===== src/rtl/fifo_pkg.sv =====
// Shared definitions for the asynchronous FIFO write and read controllers.
// Gray/binary conversions work on zero-extended pointers up to 32 bits.
package fifo_pkg;

    localparam int DEFAULT_ADDR_WIDTH = 3;
    localparam int PTR_MAX_W          = 32;

    typedef logic [PTR_MAX_W-1:0] ptr_word_t;

    // Zero-extended input keeps the result exact for any narrower width.
    function automatic ptr_word_t bin2gray(input ptr_word_t b);
        return b ^ (b >> 1);
    endfunction

    // Prefix XOR from the MSB down; zero-extended upper bits stay zero.
    function automatic ptr_word_t gray2bin(input ptr_word_t g);
        ptr_word_t b;
        b[PTR_MAX_W-1] = g[PTR_MAX_W-1];
        for (int i = PTR_MAX_W - 2; i >= 0; i--) begin
            b[i] = g[i] ^ b[i+1];
        end
        return b;
    endfunction

endpackage


===== src/rtl/fifo_wr_ctrl_gray_counter.sv =====
// Binary + Gray pointer register pair with increment enable.
// Next values are exported so the owner can compare against them early.
module gray_counter
    import fifo_pkg::*;
#(
    parameter int W = DEFAULT_ADDR_WIDTH + 1
) (
    input  logic         clk,
    input  logic         rst_n,
    input  logic         inc,
    output logic [W-1:0] bin,
    output logic [W-1:0] gray,
    output logic [W-1:0] bin_next,
    output logic [W-1:0] gray_next
);

    // Next pointer: wraps naturally at 2**W.
    always_comb begin
        bin_next  = inc ? bin + 1'b1 : bin;
        gray_next = W'(bin2gray(PTR_MAX_W'(bin_next)));
    end

    // Pointer registers, cleared asynchronously.
    always_ff @(posedge clk or negedge rst_n) begin
        if (!rst_n) begin
            bin  <= '0;
            gray <= '0;
        end else begin
            bin  <= bin_next;
            gray <= gray_next;
        end
    end

endmodule


===== src/rtl/fifo_wr_ctrl.sv =====
// Write-side controller of the asynchronous FIFO (write clock domain).
// Owns the write pointer and derives full / almost-full / level / overflow.
module fifo_wr_ctrl
    import fifo_pkg::*;
#(
    parameter int ADDR_WIDTH   = DEFAULT_ADDR_WIDTH,
    parameter int AFULL_THRESH = 6
) (
    input  logic                  clk,
    input  logic                  rst_n,
    input  logic                  wr_en,
    input  logic                  clr_ovf,
    input  logic [ADDR_WIDTH:0]   rq2_rptr,
    output logic                  mem_we,
    output logic [ADDR_WIDTH-1:0] waddr,
    output logic [ADDR_WIDTH:0]   wptr,
    output logic                  full,
    output logic                  almost_full,
    output logic [ADDR_WIDTH:0]   wr_level,
    output logic                  overflow
);

    localparam int PW = ADDR_WIDTH + 1;
    localparam logic [ADDR_WIDTH:0] AF_LVL = PW'(AFULL_THRESH);

    logic                push;
    logic [ADDR_WIDTH:0] wbin;
    logic [ADDR_WIDTH:0] wbin_next;
    logic [ADDR_WIDTH:0] wgray_next;
    logic [ADDR_WIDTH:0] rbin;
    logic [ADDR_WIDTH:0] full_cmp;
    logic [ADDR_WIDTH:0] level_next;
    logic                full_next;
    logic                afull_next;

    // Accept only against the registered full flag; reset masks the strobe.
    always_comb begin
        push   = wr_en & ~full & rst_n;
        mem_we = push;
        waddr  = wbin[ADDR_WIDTH-1:0];
    end

    gray_counter #(
        .W (PW)
    ) u_wcnt (
        .clk       (clk),
        .rst_n     (rst_n),
        .inc       (push),
        .bin       (wbin),
        .gray      (wptr),
        .bin_next  (wbin_next),
        .gray_next (wgray_next)
    );

    // Full when the next write pointer is one lap ahead of the read pointer.
    always_comb begin
        rbin       = PW'(gray2bin(PTR_MAX_W'(rq2_rptr)));
        full_cmp   = {~rq2_rptr[ADDR_WIDTH:ADDR_WIDTH-1],
                      rq2_rptr[ADDR_WIDTH-2:0]};
        full_next  = (wgray_next == full_cmp);
        level_next = wbin_next - rbin;
        afull_next = (level_next >= AF_LVL);
    end

    // Registered status, folding push and read-pointer motion together.
    always_ff @(posedge clk or negedge rst_n) begin
        if (!rst_n) begin
            full        <= 1'b0;
            almost_full <= 1'b0;
            wr_level    <= '0;
        end else begin
            full        <= full_next;
            almost_full <= afull_next;
            wr_level    <= level_next;
        end
    end

    // Sticky overflow; a fresh overflow beats a simultaneous clear.
    always_ff @(posedge clk or negedge rst_n) begin
        if (!rst_n) begin
            overflow <= 1'b0;
        end else if (wr_en && full) begin
            overflow <= 1'b1;
        end else if (clr_ovf) begin
            overflow <= 1'b0;
        end
    end

endmodule

===== config.mk =====
export PLATFORM = sky130hd
export DESIGN_NAME = fifo_wr_ctrl
export DESIGN_NICKNAME = d
export VERILOG_FILES = /design/src/rtl/fifo_pkg.sv /design/src/rtl/fifo_wr_ctrl_gray_counter.sv /design/src/rtl/fifo_wr_ctrl.sv
export SDC_FILE = /design/constraint.sdc
export NUM_CORES = 1
export LEC_CHECK = 0
export CAP_MARGIN = 20
export CORE_MARGIN = 3
export CORE_UTILIZATION = 49
export CTS_CLUSTER_SIZE = 10
export DETAILED_ROUTE_END_ITERATION = 8
export PLACE_DENSITY = 0.82
export SLEW_MARGIN = 0
export SYNTH_ARGS = -nofsm -noshare
export SYNTH_HDL_FRONTEND = slang
export SYNTH_SLANG_ARGS = --single-unit

===== constraint.sdc =====
create_clock -name clk -period 4.2 [get_ports clk]
set_clock_uncertainty 0.2 [all_clocks]
set_input_delay 0.84 -clock clk [delete_from_list [all_inputs] [get_ports clk]]
set_output_delay 0.84 -clock clk [all_outputs]
set_load 0.05 [all_outputs]

# Word level (Yosys, flattened, before mapping)
# Cells that the tools add are included.
op_classes:
  n_bitwise: 8
  eq_ne: 1
  muxes: 3
  add_sub_neg: 2
  magnitude_cmp: 1
  n_reduce_logical: 2
op_table:
  columns: ["cell", "n"]
  rows:
  - ["adder 4 x 1 -> 4 bit (second input constant)", 1]
  - ["== test 4 bit", 1]
  - [">= comparator 4 x 3 -> 1 bit (second input constant)", 1]
  - ["two-way mux 4 bit", 1]
  - ["subtractor 4 bit", 1]
  - ["bitwise XOR 4 x 3 -> 4 bit", 1]
  - ["bitwise XOR 1 bit", 3]
  - ["bitwise AND 1 bit", 2]
  - ["two-way mux 1 bit", 2]
  - ["inverter 2 bit", 1]
  - ["nonzero test 2 bit", 1]
  - ["logical AND 1 bit", 1]
  - ["inverter 1 bit", 1]
totals:
  input_bits: 8
  register_bits: 15
  output_inout_bits: 15

# Longest topological paths before layout
logic_depth:
  depth_word: 6
  ltp_mapped: 10
  depth_no_buf: 10

# Cells and area by module
# A second synthesis with hierarchy kept.
unflattened:
  hier_cells: 67
  area_unflattened_um2: 733.2
by_module_without_submodules:
  columns: ["mod", "n_inst", "area_per_inst_um2", "cells_per_inst"]
  rows:
  - ["fifo_wr_ctrl", 1, 400.4, 36]
  - ["gray_counter", 1, 332.8, 31]

# Worst setup path before layout
# OpenSTA, ideal clock, no wires.
synth_timing:
  path_type: "input port to flip-flop"
  start: "input rst_n"
  end: "register almost_full"
  setup_ns: 0.132
  stages: 10
  t_arrival_ns: 2.755
  required_time_ns: 3.868
  setup_slack_ns: 1.113
  path_buffers: 1
  path_cell_list: "and3b_1 buf_6 mux2i_1 inv_1 ha_1 nor2b_1 nor3b_1 mux2_2 o21ai_0 nand3b_1"
synth_via:
  elab_chain_len: 4
synth_lines:
  columns: ["item", "line_no", "rtl"]
  rows:
  - ["from (decl)", "fifo_wr_ctrl.sv:10", "input logic rst_n,"]
  - ["bitwise AND 1 bit", "fifo_wr_ctrl.sv:38", "push = wr_en & ~full & rst_n;"]
  - ["named net mem_we", "fifo_wr_ctrl.sv:14", "output logic mem_we,"]
  - ["two-way mux 4 bit", "fifo_wr_ctrl_gray_counter.sv:19", "bin_next = inc ? bin + 1'b1 : bin;"]
  - ["named net u_wcnt.bin_next[1]", "fifo_wr_ctrl_gray_counter.sv:13", "output logic [W-1:0] bin_next,"]
  - ["subtractor 4 bit", "fifo_wr_ctrl.sv:61", "level_next = wbin_next - rbin;"]
  - [">= comparator 4 x 3 -> 1 bit", "fifo_wr_ctrl.sv:62", "afull_next = (level_next >= AF_LVL);"]
  - ["named net afull_next", "fifo_wr_ctrl.sv:34", "logic afull_next;"]
  - ["to (signal assigned)", "fifo_wr_ctrl.sv:73", "almost_full <= afull_next;"]
  - ["to (decl)", "fifo_wr_ctrl.sv:18", "output logic almost_full,"]
# The timed path passes the listed nets, and every way through them passes these cells.
# A chain may end at the register's enable or synchronous reset.

# Final worst setup path
layout_timing:
  start: "input wr_en"
  end: "register almost_full"
layout_via:
  elab_chain_len: 5
layout_lines:
  columns: ["item", "line_no", "rtl"]
  rows:
  - ["from (decl)", "fifo_wr_ctrl.sv:11", "input logic wr_en,"]
  - ["bitwise AND 1 bit (2 in a row)", "fifo_wr_ctrl.sv:38", null]
  - ["two-way mux 4 bit", "fifo_wr_ctrl_gray_counter.sv:19", null]
  - ["named net u_wcnt.bin_next[1]", "fifo_wr_ctrl_gray_counter.sv:13", null]
  - ["subtractor 4 bit", "fifo_wr_ctrl.sv:61", null]
  - [">= comparator 4 x 3 -> 1 bit", "fifo_wr_ctrl.sv:62", null]
  - ["named net afull_next", "fifo_wr_ctrl.sv:34", null]
# The timed path passes the listed nets, and every way through them passes these cells.

==> flow_summary.yaml <==
place:
  hpwl_um: 1190
  io_buffers: 22
  dpl_worst_slack_ns: 0.425
  gp_congestion: 0.815
  dpl-instance-area_sq_mm: 0.00102
finish:
  final_util: 0.752
  drive_gt1_frac: 0.116
  final_cell_area_sq_mm: 0.00105
  antenna_cells: 0
  area_growth_syn_to_layout_pct: 34.3
  nNetsFinal: 108
  fillers: 113
yosys:
  synth_top_area_frac: 0.447
  synth_ff_type: "dfrtp_1"
  synth.distinct_cells: 27
  synth.area.top_cells: "dfrtp_1 45%, xnor2_1 11%, ha_1 4.8%"
  synth-seq-cells: 14
  yosysWarnings: 0
  synthCells: 69
  syn-num-nets: 81
  synth_edf_count: 0
  yosysSeqAreaShare: 0.447
  avgSynthCellArea_sq_um: 11.4
  synth_common_cells: "14 x dfrtp_1, 10 x xnor2_1, 7 x inv_1"
  post-synth-top-count-cell: "dfrtp_1"
  ys_async_sr_fraction: 1.00
  yosysTopAreaCell: "dfrtp_1"
  netlist_area_sq_um: 783
global_routing:
  antenna_found_initial: 0
  grt_use_total: 0.174
  grt_max_degree: 16
  grt_pass1_vias: 598
  overflow: 0
  grt_pass1_wl_um: 2510
floorplanning:
  start_util: 0.560
  ios: 23
  rows: 13
  core_area_sq_mm: 0.00140
  die_x_um: 46.0
  die_area_sq_mm: 0.00211
  die-height_um: 46.0
route:
  via_count: 573
  final_antenna_net_count: 0
  wirelength_um: 1480
  avgViaCountPerCell: 5.21
  dr.pass1.iters: 4
  drt_iter0_markers: 7
  wl_per_cell_um: 13.5
  drc_errors: 0
sta:
  period_minus_slack_ns: 3.48
  fmax_ghz: 0.287
  worstMarginPinSlew_ns: 0.507
  fin_crit_sh: 0.829
  hold_viol: 0
  finalSetupViolCount: 0
  layout_setup_ws_ns: 0.720
  maxSlewHeadroom: 0.661
  maxSlewViolCount: 0
  setup_tns_ns: 0
  grt_setup_unrepaired: "false"
critical_path:
  regToRegStartpoint: "full"
  worstSetupPathType: "input port to flip-flop"
  crit_arrival_ns: 3.44
  required_ns: 4.16
  cp_max_fo: 6
  max_stage_delay_ns: 0.50
  cp-start-kind: "input port"
  slowest_stage: "clkdlybuf4s50_1"
  cp_cell_sequence: "clkdlybuf4s50_1, and3b_1, mux2i_1, inv_1, ha_1, nor2b_1, nor3_1, mux2_2, o21ai_0, nand3b_1"
  worstSetupStartpoint: "wr_en"
  worstSetupEndpointType: "flip-flop"
cts:
  numCtsBuffers: 3
  cts_tree: "done"
  ctsRootBufferMaster: "clkbuf_4"
  post_cts_buffers: 0
  hold_buffers: 0
  cts_max_path_buffers: 2
  h-tree-depth: 1
  path_clk_slew_ns: 0.09
  cts-resized-gates: 0
  cts_sinks: 14
  insertion_delay_ns: 0.29
hold_path:
  hold_start: "overflow"
  hold_class: "flip-flop to flip-flop"
run_status:
  status: "finished clean"
flow_run:
  cap_violations: 0
## layout make-up
class,count,area [sq um],area share
Clock buffer,4,36.3,0.0345
Inverter,7,26.3,0.0250
Multi-Input combinational cell,47,395,0.376
Sequential cell,14,350,0.333
Tap cell,15,18.8,0.0178
Timing Repair Buffer,23,225,0.214
## cell families after synthesis
logic type / Yosys count / synth area share
mux: 3 / 0.0399
xor+xnor: 15 / 0.187
buf+inv: 8 / 0.0479
compound gates: 6 / 0.0607
fa+ha+maj: 4 / 0.0735
flops: 14 / 0.447
simple gates: 19 / 0.144
## path summary, 6_finish.rpt
| kind | end | slack (ns) | cells past startpoint |
|---|---|---|---|
| max reg2reg | almost_full | 1.31 | 9 |
| max | almost_full | 0.72 | 10 |
| min reg2reg | overflow | 0.32 | 2 |
| min in group asynchronous | u_wcnt.gray[1] | 0.68 | 2 |
| max in group asynchronous | wr_level[1] | 2.94 | 2 |
| min | overflow | 0.32 | 2 |
## placed cells by master (no fill, tap or decap), drive strengths merged
cell           netlist  final
a221oi               1      1
or3                  1      1
ha                   3      3
nand3b               1      1
clkdlybuf4s50        0     21
nand3                2      2
buf                  1      2
xor2                 4      4
mux2i                2      2
nand2b               1      1
o21bai               2      2
a211oi               1      1
xnor2               11     11
nor2                 2      2
nor3b                1      1
inv                  7      7
dfrtp               14     14
and3b                1      1
fa                   1      1
mux2                 1      1
nand4b               1      1
and4                 1      1
nor3                 3      3
o21ai                2      2
clkbuf               0      4
nor2b                2      2
nand2                3      3
## layer usage
metal	vias to the layer above	GRT usage	wire, um
met5	-	0	0
met4	0	0.119	42
met3	5	0.0356	94
met2	17	0.272	729
met1	267	0.210	617
li1	284	-	-
## registers in the layout, summed over array words and instances, names as in the netlist
register     flops
almost_full      1
full             1
overflow         1
u_wcnt.bin       4
u_wcnt.gray      3
wr_level         4
## worst max-delay path, delay by kind of cell
kind | cells | cell delay, ns
AO/OA/AOI/OAI | 1 | 0.22
AND/OR/NAND/NOR | 4 | 0.77
buffers and inverters | 2 | 0.66
adder cells (fa/ha/maj) | 1 | 0.30
multiplexers | 2 | 0.66
## metrics by stage
| stage | instances | hold slack, ns |
|---|---|---|
| after global routing | 110 | 0.384 |
| after CTS | 110 | 0.331 |
| final | 110 | 0.325 |
| after global placement | 106 | 0.303 |
| after detailed placement | 106 | 0.313 |
| after floorplan | 69 | 0.344 |
Power is left out: the tool's default activity adds up to more than one toggle a clock period on the data nets, which glitch-free logic cannot reach.
